[config.mk]
export PLATFORM = sky130hd
export DESIGN_NAME = alu_share_arbiter
export DESIGN_NICKNAME = d
export VERILOG_FILES = /design/src/rtl/alu_share_arbiter.sv
export SDC_FILE = /design/constraint.sdc
export NUM_CORES = 1
export LEC_CHECK = 0
export BUFFER_PORTS_ARGS = -buffer_cell sky130_fd_sc_hd__buf_2
export CAP_MARGIN = 5
export CORE_AREA = 2 2 166 168
export CTS_CLUSTER_DIAMETER = 80
export CTS_CLUSTER_SIZE = 25
export DETAILED_ROUTE_END_ITERATION = 16
export DIE_AREA = 0 0 168 170
export PLACE_DENSITY_LB_ADDON = 0.15
export SYNTH_ARGS = -nofsm -noshare
export SYNTH_HDL_FRONTEND = slang
export SYNTH_SLANG_ARGS = --single-unit
[constraint.sdc]
create_clock -name clk -period 4.8 [get_ports clk]
set_clock_uncertainty 0.1 [all_clocks]
set_input_delay 0 -clock clk [delete_from_list [all_inputs] [get_ports clk]]
set_output_delay 0 -clock clk [all_outputs]
set_load 0.05 [all_outputs]
[src/rtl/alu_share_arbiter.sv]
// Shares one combinational 32-bit ALU between NUM_REQ requesters using round-robin
// arbitration with an optional per-requester lock, and a single-entry response register.
module alu_share_arbiter #(
   parameter int NUM_REQ      = 4,
   parameter int LOCK_TIMEOUT = 16,
   parameter int IDW          = (NUM_REQ > 1) ? $clog2(NUM_REQ) : 1
) (
   input  logic                  clk,
   input  logic                  rst_n,
   input  logic [NUM_REQ-1:0]    req_valid,
   output logic [NUM_REQ-1:0]    req_ready,
   input  logic [NUM_REQ-1:0]    req_lock,
   input  logic [NUM_REQ*32-1:0] req_a,
   input  logic [NUM_REQ*32-1:0] req_b,
   input  logic [NUM_REQ*3-1:0]  req_ctrl,
   output logic [31:0]           alu_a,
   output logic [31:0]           alu_b,
   output logic [2:0]            alu_ctrl,
   input  logic [31:0]           alu_result,
   input  logic                  alu_zero,
   input  logic                  alu_carry,
   input  logic                  alu_overflow,
   input  logic                  alu_negative,
   output logic                  rsp_valid,
   input  logic                  rsp_ready,
   output logic [IDW-1:0]        rsp_id,
   output logic [31:0]           rsp_result,
   output logic [3:0]            rsp_flags
);

   localparam int LCW = (LOCK_TIMEOUT > 1) ? $clog2(LOCK_TIMEOUT + 1) : 1;

   typedef enum logic {ARB, LOCKED} state_t;

   state_t           r_state;
   logic [IDW-1:0]   r_owner;
   logic [IDW-1:0]   r_rrPtr;
   logic [LCW-1:0]   r_lockCnt;
   logic             r_rspValid;
   logic [IDW-1:0]   r_rspId;
   logic [31:0]      r_rspResult;
   logic [3:0]       r_rspFlags;

   logic [IDW-1:0]   w_grantIdx;
   logic             w_grantFound;
   logic             w_canAccept;
   logic             w_accept;

   function automatic logic [IDW-1:0] nextIdx(input logic [IDW-1:0] idx);
      return (int'(idx) == NUM_REQ - 1) ? '0 : idx + 1'b1;
   endfunction

   // While locked only the owner competes; otherwise search upward from the rr pointer.
   always_comb begin
      int searchIdx;
      w_grantIdx   = '0;
      w_grantFound = 1'b0;
      searchIdx    = 0;
      if (r_state == LOCKED) begin
         w_grantIdx   = r_owner;
         w_grantFound = req_valid[r_owner];
      end else begin
         for (int k = 0; k < NUM_REQ; k++) begin
            searchIdx = (int'(r_rrPtr) + k) % NUM_REQ;
            if (!w_grantFound && req_valid[searchIdx]) begin
               w_grantFound = 1'b1;
               w_grantIdx   = IDW'(searchIdx);
            end
         end
      end
   end

   assign w_canAccept = rst_n & (~r_rspValid | rsp_ready);
   assign w_accept    = w_canAccept & w_grantFound;

   assign req_ready = w_accept ? (NUM_REQ'(1) << w_grantIdx) : '0;
   assign alu_a     = w_accept ? req_a[32*w_grantIdx +: 32] : '0;
   assign alu_b     = w_accept ? req_b[32*w_grantIdx +: 32] : '0;
   assign alu_ctrl  = w_accept ? req_ctrl[3*w_grantIdx +: 3] : '0;

   always_ff @(posedge clk or negedge rst_n) begin
      if (!rst_n) begin
         r_rspValid  <= 1'b0;
         r_rspId     <= '0;
         r_rspResult <= '0;
         r_rspFlags  <= '0;
      end else if (w_accept) begin
         r_rspValid  <= 1'b1;
         r_rspId     <= w_grantIdx;
         r_rspResult <= alu_result;
         r_rspFlags  <= {alu_negative, alu_zero, alu_carry, alu_overflow};
      end else if (rsp_ready) begin
         r_rspValid  <= 1'b0;
      end
   end

   // Lock bookkeeping: the pointer only moves past an owner once its lock is released.
   always_ff @(posedge clk or negedge rst_n) begin
      if (!rst_n) begin
         r_state   <= ARB;
         r_owner   <= '0;
         r_rrPtr   <= '0;
         r_lockCnt <= '0;
      end else begin
         case (r_state)
            ARB: begin
               if (w_accept) begin
                  if (req_lock[w_grantIdx]) begin
                     r_state   <= LOCKED;
                     r_owner   <= w_grantIdx;
                     r_lockCnt <= '0;
                  end else begin
                     r_rrPtr <= nextIdx(w_grantIdx);
                  end
               end
            end
            LOCKED: begin
               if (w_accept && !req_lock[r_owner]) begin
                  r_state   <= ARB;
                  r_rrPtr   <= nextIdx(r_owner);
                  r_lockCnt <= '0;
               end else if (req_valid[r_owner]) begin
                  r_lockCnt <= '0;
               end else if (LOCK_TIMEOUT != 0) begin
                  if (r_lockCnt == LCW'(LOCK_TIMEOUT - 1)) begin
                     r_state   <= ARB;
                     r_rrPtr   <= nextIdx(r_owner);
                     r_lockCnt <= '0;
                  end else begin
                     r_lockCnt <= r_lockCnt + 1'b1;
                  end
               end
            end
         endcase
      end
   end

   assign rsp_valid  = r_rspValid;
   assign rsp_id     = r_rspId;
   assign rsp_result = r_rspResult;
   assign rsp_flags  = r_rspFlags;

endmodule

### Word level (Yosys, flattened, before mapping)

Index checks and enable logic that the tools add are counted.

| word-level totals | value |
|---|---|
| register bits after elaboration | 49 |
| word-level logic and storage cells | 112 |
| input bits | 315 |
| output and inout port bits | 110 |

| operators by class | value |
|---|---|
| add/subtract/negate cells | 6 |
| shift-type cells | 4 |
| order comparisons | 6 |
| bitwise logic cells | 8 |
| $mul | 1 |
| eq/ne operators | 8 |
| mux-type cells | 56 |
| reductions and logical operators | 15 |

Operators by type and width:

| operator | count |
|---|---|
| 128-bit by 8-bit variable part select with 32-bit output | 2 |
| 32-bit 2-to-1 mux | 2 |
| 1-bit 2-to-1 mux | 25 |
| 5-bit 2-to-1 mux | 5 |
| 2-bit 2-to-1 mux | 12 |
| 1-bit binary-select mux with 2-bit select | 7 |
| 3-bit by 4-bit less-than comparator with 1-bit output, second input constant | 3 |
| 12-bit by 5-bit variable part select with 3-bit output | 1 |
| 5-bit case mux with 2 select lines | 1 |
| 2-bit by 3-bit less-than comparator with 1-bit output, second input constant | 3 |
| 2-bit by 1-bit adder with 2-bit output, second input constant | 3 |
| 2-bit inequality test, second input constant | 3 |
| 2-bit OR reduction | 3 |
| 5-bit by 1-bit adder with 5-bit output, second input constant | 1 |
| 5-bit by 4-bit == test with 1-bit output, second input constant | 1 |
| 2-bit adder, second input constant | 2 |
| 2-bit by 1-bit == test with 1-bit output, second input constant | 2 |
| 1-bit logical AND | 4 |
| 1-bit logical NOT | 4 |
| 2-bit by 2-bit multiplier with 4-bit output, first input constant | 1 |
| 4-bit 2-to-1 mux | 1 |
| 2-bit case mux with 2 select lines | 1 |
| 4-bit AND reduction | 1 |
| 1-bit by 2-bit left shift with 4-bit output, first input constant | 1 |
| other kinds (11) | 15 |

### Depth between registers and ports, before layout

Gate-level depths: netlist of the first run.

| depth | value |
|---|---|
| depth after elaboration | 22 |
| depth in mapped cells | 8 |
| depth with buffers taken out | 6 |

### Worst setup path after synthesis of the first run

Ideal clock, no wire load.

| timing path | value |
|---|---|
| path type | reg2reg |
| start | register r_rrPtr[1] |
| end | register r_rrPtr[1] |
| data required time | 4.572 ns |
| arrival | 2.187 ns |
| library setup time | 0.128 ns |
| cell stages (with the launch flop) | 8 |
| buffers on the path | 1 |
| slack | 2.385 ns |
| path through | dfrtp_1 -> nand2_1 -> a311oi_2 -> o31ai_2 -> clkbuf_1 -> ha_1 -> mux2_2 -> mux2_1 |

| between the ends | value |
|---|---|
| longest elaborated chain between the ends | 21 |
| elaborated cells between the ends (all ways) | 49 |
| those cells by class | add/sub (4); eq/ne (5); mux (31); bitwise (1); reduce/logical (8) |

Ends and longest elaborated chain:

| item | line | source |
|---|---|---|
| from (decl) | 37 | `logic [IDW-1:0] r_rrPtr;` |
| from (signal assigned) | 113 | `r_rrPtr <= nextIdx(w_grantIdx);` |
| from (signal assigned) | 120 | `r_rrPtr <= nextIdx(r_owner);` |
| from (signal assigned) | 127 | `r_rrPtr <= nextIdx(r_owner);` |
| parallel branches: the longest is 14 deep, another holds 2-bit by 1-bit adder with 2-bit output | n/a |  |
| 2-bit 2-to-1 mux (*) | 65 | `if (!w_grantFound && req_valid[searchIdx]) begin` |
| 2-bit 2-to-1 mux (*) | 59 | `if (r_state == LOCKED) begin` |
| named net w_grantIdx[1] | 44 | `logic [IDW-1:0] w_grantIdx;` |
| 2-bit by 1-bit adder with 2-bit output or 2-bit by 1-bit == test with 1-bit output (tied branches) | 50 | `return (int'(idx) == NUM_REQ - 1) ? '0 : idx + 1'b1;` |
| 2-bit 2-to-1 mux | 50 |  |
| 2-bit 2-to-1 mux | 108 | `if (req_lock[w_grantIdx]) begin` |
| 2-bit 2-to-1 mux | 107 | `if (w_accept) begin` |
| 2-bit case mux with 2 select lines | 105 | `case (r_state)` |

Mark *: on every way through the listed nets, which the timed path passes. The select of a mux whose other input is x is not followed.
A chain may end at the register's enable or synchronous reset.

### Final worst setup path of the first run

| timing path | value |
|---|---|
| start | register r_state |
| end | output port alu_a[5] |

| between the ends | value |
|---|---|
| longest elaborated chain between the ends | 3 |
| elaborated cells between the ends (all ways) | 5 |
| those cells by class | shift (1); mux (3); bitwise (1) |

Ends and longest elaborated chain:

| item | line | source |
|---|---|---|
| from (decl) | 35 | `state_t r_state;` |
| from (signal assigned) | 100 | `r_state <= ARB;` |
| from (signal assigned) | 109 | `r_state <= LOCKED;` |
| from (signal assigned) | 119 | `r_state <= ARB;` |
| 2-bit 2-to-1 mux or 1-bit 2-to-1 mux (tied branches) | 59 |  |
| 128-bit by 8-bit variable part select with 32-bit output or 1-bit bitwise AND (tied branches) | 77, 74 |  |
| 32-bit 2-to-1 mux (*) | 77 | `assign alu_a = w_accept ? req_a[32*w_grantIdx +: 32] : '0;` |
| to (decl) | 16 | `output logic [31:0] alu_a,` |

Mark *: on every way between the ends. The rest lies on a longest branch, timed or not.

==> results of run 1 <==
how the worst min path moves through the flow:
stage	slack, ns	cells after the start	endpoint	startpoint
finish	0.008	2	rsp_result[21]	rst_n
global route	0.03	2	rsp_result[22]	rst_n
CTS	0.004	2	rsp_result[21]	rst_n
detailed placement	-0.22	1	rsp_result[21]	rst_n
global placement	-0.23	1	rsp_result[21]	rst_n
floorplan	-0.40	0	r_lockCnt[0]	rst_n
state kept, by name, summed over array words and instances, names as in the netlist:
name and flops:
rsp_id 2, rsp_flags 4, r_rrPtr 2, rsp_result 32, r_owner 2, r_state 1
rsp_valid 1, r_lockCnt 5
area by class of cell:
| class | instances | area, um2 |
|---|---|---|
| antenna | 10 | 25.0 |
| clock buffer | 6 | 129 |
| clock inverter | 2 | 10.0 |
| fill | 2878 | 19200 |
| inverter | 6 | 25.0 |
| multi-input combinational | 251 | 2990 |
| sequential | 49 | 1230 |
| tap | 341 | 427 |
| timing repair buffer | 469 | 2580 |
power by group through the flow:
stage	registers [mW]	logic, mW	clock network, mW
final	0.763	4.15	0.348
after floorplan	1.33	2.67	0
after global placement	0.769	4.20	0
after CTS	0.764	4.22	0.370
after detailed placement	0.763	4.19	0
after global routing	0.797	4.41	0.390
cell families after synthesis:
group	count (synthesis)
flops	49
simple gates	101
fa+ha+maj	6
compound gates	31
xor+xnor	1
mux	112
buf+inv	34
cells in the final DEF, fill, tap and decap left out, drive strengths merged, types with 3 or more instances in the layout:
master,instances
diode,10
buf,431
and2,74
o21ai,6
or3b,3
mux4,68
a21oi,4
nand3,5
dfrtp,49
nor2,6
ha,6
nand2,4
dlygate4sd3,38
clkbuf,6
mux2i,5
mux2,39
nand2b,3
inv,6
repair_timing:
item                                    in CTS  in global routing
endpoints found under the setup margin       0                  0
hold endpoints to repair                    86                  0
hold buffers                                38                  0
metrics by stage:
stage	instances	setup slack (ns)	util	hold slack (ns)	power, mW
2_1_floorplan	334	2.39	-	-0.396	4.00
3_3_place_gp	1078	1.70	0.258	-0.226	4.97
3_5_place_dp	1078	1.70	0.258	-0.216	4.96
4_1_cts	1124	1.39	0.277	0.00393	5.36
5_1_grt	1134	1.16	0.278	0.0258	5.60
6_report	1134	1.48	0.278	0.00762	5.26
worst max-delay path: cells and delay by family (launching register included):
kind            cells  cell delay, ns
compound gates      1            0.72
flops               1            0.67
simple gates        3            0.81
buf+inv             2            0.68
per-layer routing:
layer  vias up  global-route usage  wire length [um]
met1      2277               0.159              8110
li1       2208                   -                 -
met3        31              0.0384              1660
met2       244               0.246             10600
met5         -                   0                18
met4         2              0.0552               545
==> out/metrics.cfg, run 1 <==
[yosys]
netlist_area_um2 = 4360
synth_compound_area_frac = 0.0591
ys_top_cells_by_count = and2_1 (74), mux4_2 (68), dfrtp_1 (49), mux2_2 (37), buf_2 (12)
yosys.area.top_type = mux4_2
synth_flop_cell = dfrtp_1
synthArstFlopShare = 1.00
synthAdderAreaFrac = 0.0172
synth_top_family_by_area = multiplexers
synth.most_common_cell = and2_1
ys_seq_elements = 49
synth_enable_flop_cells = 0
yosysTopAreaCellShare = 0.351
synthSimpleGateAreaFrac = 0.139
synthCells = 334
synth_xor_area_frac = 0.00201
syn-num-nets = 655
yosysSeqAreaShare = 0.281
ys_types = 46
synth_warnings = 0
avgSynthCellArea_um2 = 13.1
muxShareOfSynthArea = 0.463
synthTopCellsByArea = mux4_2 (35%), dfrtp_1 (28%), and2_1 (11%)

[die]
core_area_um2 = 26700
placementRows = 60
die_w_um = 168
start_util = 0.164
die_area_um2 = 28600
dieHeight_um = 170
pin_count = 425

[grt]
antenna_found_initial = 11
first_global_vias = 5153
grt_first_pass_wirelength_mm = 30.5
grt.overflow.total = 0
grt_max_degree = 78
grtUsageTotal = 0.139

[clock_network]
cts_made_buffers = 5
cts_tree = yes
cts_max_level = 2
cts-root-buf = clkbuf_16
clock_path_buffers = 2
cts.clk_slew.worst_paths_ns = 0.07
postCtsSetupRepairBufs = 0
cts_sinks = 49
cts_resized = 0
insertion_delay_ns = 0.29

[pwr]
power.density_nw_per_um2 = 710
combPwrFrac = 0.789
p_int_mw = 2.36
p_sw_frac = 0.551
netSwitchingPower_mw = 2.90
peakVddDrop_mv = 0.373
clkPwrFrac = 0.066
p_seq_frac = 0.145
p_leak_nw = 3.64

[routing]
drcViolationCount = 0
vias = 4762
vias_per_cell = 4.20
first_iter_violations = 159
wl_per_cell_um = 18.5
first_pass_iters = 4
final_antenna_net_count = 0
wl_mm = 21.0

[sta]
finalHoldViolCount = 0
fin_crit_ns = 3.32
max_freq_ghz = 0.302
tns_ns = 0
report.final.slew_viol_count = 0
worst_slew_pin_slew_ns = 0.869
slew_headroom = 0.420
rsz0062_at_grt = no
finalCritPeriodShare = 0.691
setup_viol = 0

[hold_path]
hp-class = in2async

[critical_path]
max_stage_delay_ns = 0.72
rrSetupSlack_ns = 1.80
worstSetupPathType = reg2out
crit_path_max_fanout = 77
required_ns = 4.70
cpMaxStageDelayCell = a21oi_4
cp.arrival_ns = 3.22
r2r-start = r_state
r2r_end = rsp_result[3]
reg2reg_depth = 5
worstSetupStartpointType = flip-flop
crit_chain = nand2_1, or3b_1, a21oi_4, buf_12, and2_1, buf_2
end_kind = output port
setup.worst_path.start = r_state
endpoint = alu_a[5]

[finish]
drive_gt1_frac = 0.702
fin_nets = 1103
area_growth_pct = 69.8
finalInstanceArea_um2 = 7410

[placed_design]
dpl-instance-area_um2 = 6870
hpwl_mm = 17.5
numPortBuffers = 424
gp_congestion = 0.882

[job]
cap_violations = 0

[status]
status = complete, no violations

(Power assumes the default switching activity.)
==> run 2: changes to the inputs <==
--- a/config.mk
+++ b/config.mk
@@ -7,11 +7,11 @@
 export LEC_CHECK = 0
 export BUFFER_PORTS_ARGS = -buffer_cell sky130_fd_sc_hd__buf_2
 export CAP_MARGIN = 5
-export CORE_AREA = 2 2 166 168
+export CORE_AREA = 2 2 163 165
 export CTS_CLUSTER_DIAMETER = 80
 export CTS_CLUSTER_SIZE = 25
 export DETAILED_ROUTE_END_ITERATION = 16
-export DIE_AREA = 0 0 168 170
+export DIE_AREA = 0 0 165 167
 export PLACE_DENSITY_LB_ADDON = 0.15
 export SYNTH_ARGS = -nofsm -noshare
 export SYNTH_HDL_FRONTEND = slang
==> constraint.sdc (replaced) <==
create_clock -name clk -period 3.35 [get_ports clk]
set_clock_uncertainty 0.1 [all_clocks]
set_input_delay 0 -clock clk [delete_from_list [all_inputs] [get_ports clk]]
set_output_delay 0 -clock clk [all_outputs]
set_load 0.05 [all_outputs]
==> out/metrics.cfg, run 2 (synthesis results as in run 1) <==
[placed_design]
hpwl_mm = 16.1
gp_congestion = 0.846
dpl-instance-area_um2 = 6870
numPortBuffers = 424
pre_cts_slack_ns = 0.689

[sta]
tns_ns = 0
report.final.slew_viol_count = 0
slew_headroom = 0.566
finalCritPeriodShare = 0.878
hold_slack_ns = 0.109
rsz0062_at_grt = no
setup_viol = 0
finalHoldViolCount = 0
fin_crit_ns = 2.94
max_freq_ghz = 0.340
worst_slew_pin_slew_ns = 0.651
setup_ws_ns = 0.408

[routing]
wl_mm = 19.8
vias_per_cell = 4.22
wl_per_cell_um = 17.6
final_antenna_net_count = 0
vias = 4747
first_pass_iters = 4
drcViolationCount = 0
first_iter_violations = 238

[grt]
grt.overflow.total = 0
grt_max_degree = 50
grtUsageTotal = 0.136
first_global_vias = 4883
grt_first_pass_wirelength_mm = 28.7
antenna_found_initial = 8

[die]
die_w_um = 165
pin_count = 425
start_util = 0.169
die_area_um2 = 27600
placementRows = 59
core_area_um2 = 25800
dieHeight_um = 167

[critical_path]
cp_top_family = buffers and inverters
required_ns = 3.25
cpMaxStageDelayCell = mux4_2
crit_chain = or3b_1, o221ai_2, o21ai_4, inv_4, buf_12, mux4_2, and2_1, buf_2
crit_buf_inv = 3
end_kind = output port
worstSetupPathType = reg2out
cp.arrival_ns = 2.84
max_stage_delay_ns = 0.57
worstSetupStartpointType = flip-flop
crit_path_max_fanout = 49

[clock_network]
cts_hold_buffers = 38
insertion_delay_ns = 0.29
cts_tree = yes
cts_sinks = 49
cts_resized = 0
cts.clk_slew.worst_paths_ns = 0.07
cts-root-buf = clkbuf_16
postCtsSetupRepairBufs = 0
clock_path_buffers = 2
cts_max_level = 2
cts_made_buffers = 5

[status]
status = complete, no violations

[finish]
area_growth_pct = 70.0
utilization = 0.288
final_cell_mix = buf_2 (424), and2_1 (74), mux4_2 (68)
final_common_cell = buf_2
n_fill_cell = 2760
drive_gt1_frac = 0.704
fin_nets = 1104
largest_reg_flops = 32
finalInstanceArea_um2 = 7420

[pwr]
peakVddDrop_mv = 0.582
p_leak_nw = 3.65
power.density_nw_per_um2 = 1020

[job]
cap_violations = 0

[hold_path]
hp-class = in2reg

[run 2: cell count changes in the layout (fill, tap and decap cells not counted)]
cell      delta
clkbuf_1     -1
clkbuf_8     +1
clkinv_2     -2
inv_6        +1
diode_2      -4
clkinv_4     +1
buf_4        +1
[run 2: final timing paths]
kind / start / endpoint / slack (ns) / cells after the start
setup / recovery: r_rrPtr[1] / alu_b[3] / 0.41 / 8
hold / removal: req_valid[3] / r_owner[1] / 0.11 / 4
setup reg to reg: r_state / rsp_result[4] / 0.85 / 5
hold reg to reg: rsp_result[4] / rsp_result[4] / 0.40 / 1
max in group asynchronous: rst_n / rsp_result[12] / 2.41 / 3
min in group asynchronous: rst_n / rsp_result[27] / 0.31 / 3
[run 2: routing by layer]
layer	vias to the layer above	part of all wire	GRT usage	wire (um)
met4	2	0.022	0.0420	431
li1	2205	-	-	-
met3	25	0.089	0.0361	1770
met5	-	0.00056	0	11
met2	242	0.50	0.238	9990
met1	2273	0.38	0.160	7610
[run 2: power by group]
part | total (mW) | internal (mW) | switching, mW
Clock | 0.547 | 0.302 | 0.245
Combinational | 5.93 | 2.22 | 3.70
Sequential | 1.10 | 0.883 | 0.216
Total | 7.57 | 3.41 | 4.16
[run 2: cell type report]
| class | instances | area [um2] | share of cell area |
|---|---|---|---|
| clock buffer | 6 | 139 | 0.0187 |
| antenna | 6 | 15.0 | 0.00202 |
| timing repair buffer | 470 | 2590 | 0.349 |
| clock inverter | 2 | 17.5 | 0.00236 |
| tap | 335 | 419 | 0.0565 |
| sequential | 49 | 1230 | 0.165 |
| inverter | 6 | 25.0 | 0.00337 |
| multi-input combinational | 251 | 2990 | 0.403 |
[run 2: tightest hold or removal path, cell delays in order]
cell and delay (ns):
buf_2 0.14, a311oi_2 0.10, nor2_1 0.10, mux2_1 0.12
[run 2: per-stage QoR]
stage / power [mW] / std cells
2_1_floorplan: 5.73 / 334
5_1_grt: 8.08 / 1124
3_5_place_dp: 7.09 / 1073
6_report: 7.57 / 1125
4_1_cts: 7.71 / 1119
3_3_place_gp: 7.11 / 1073
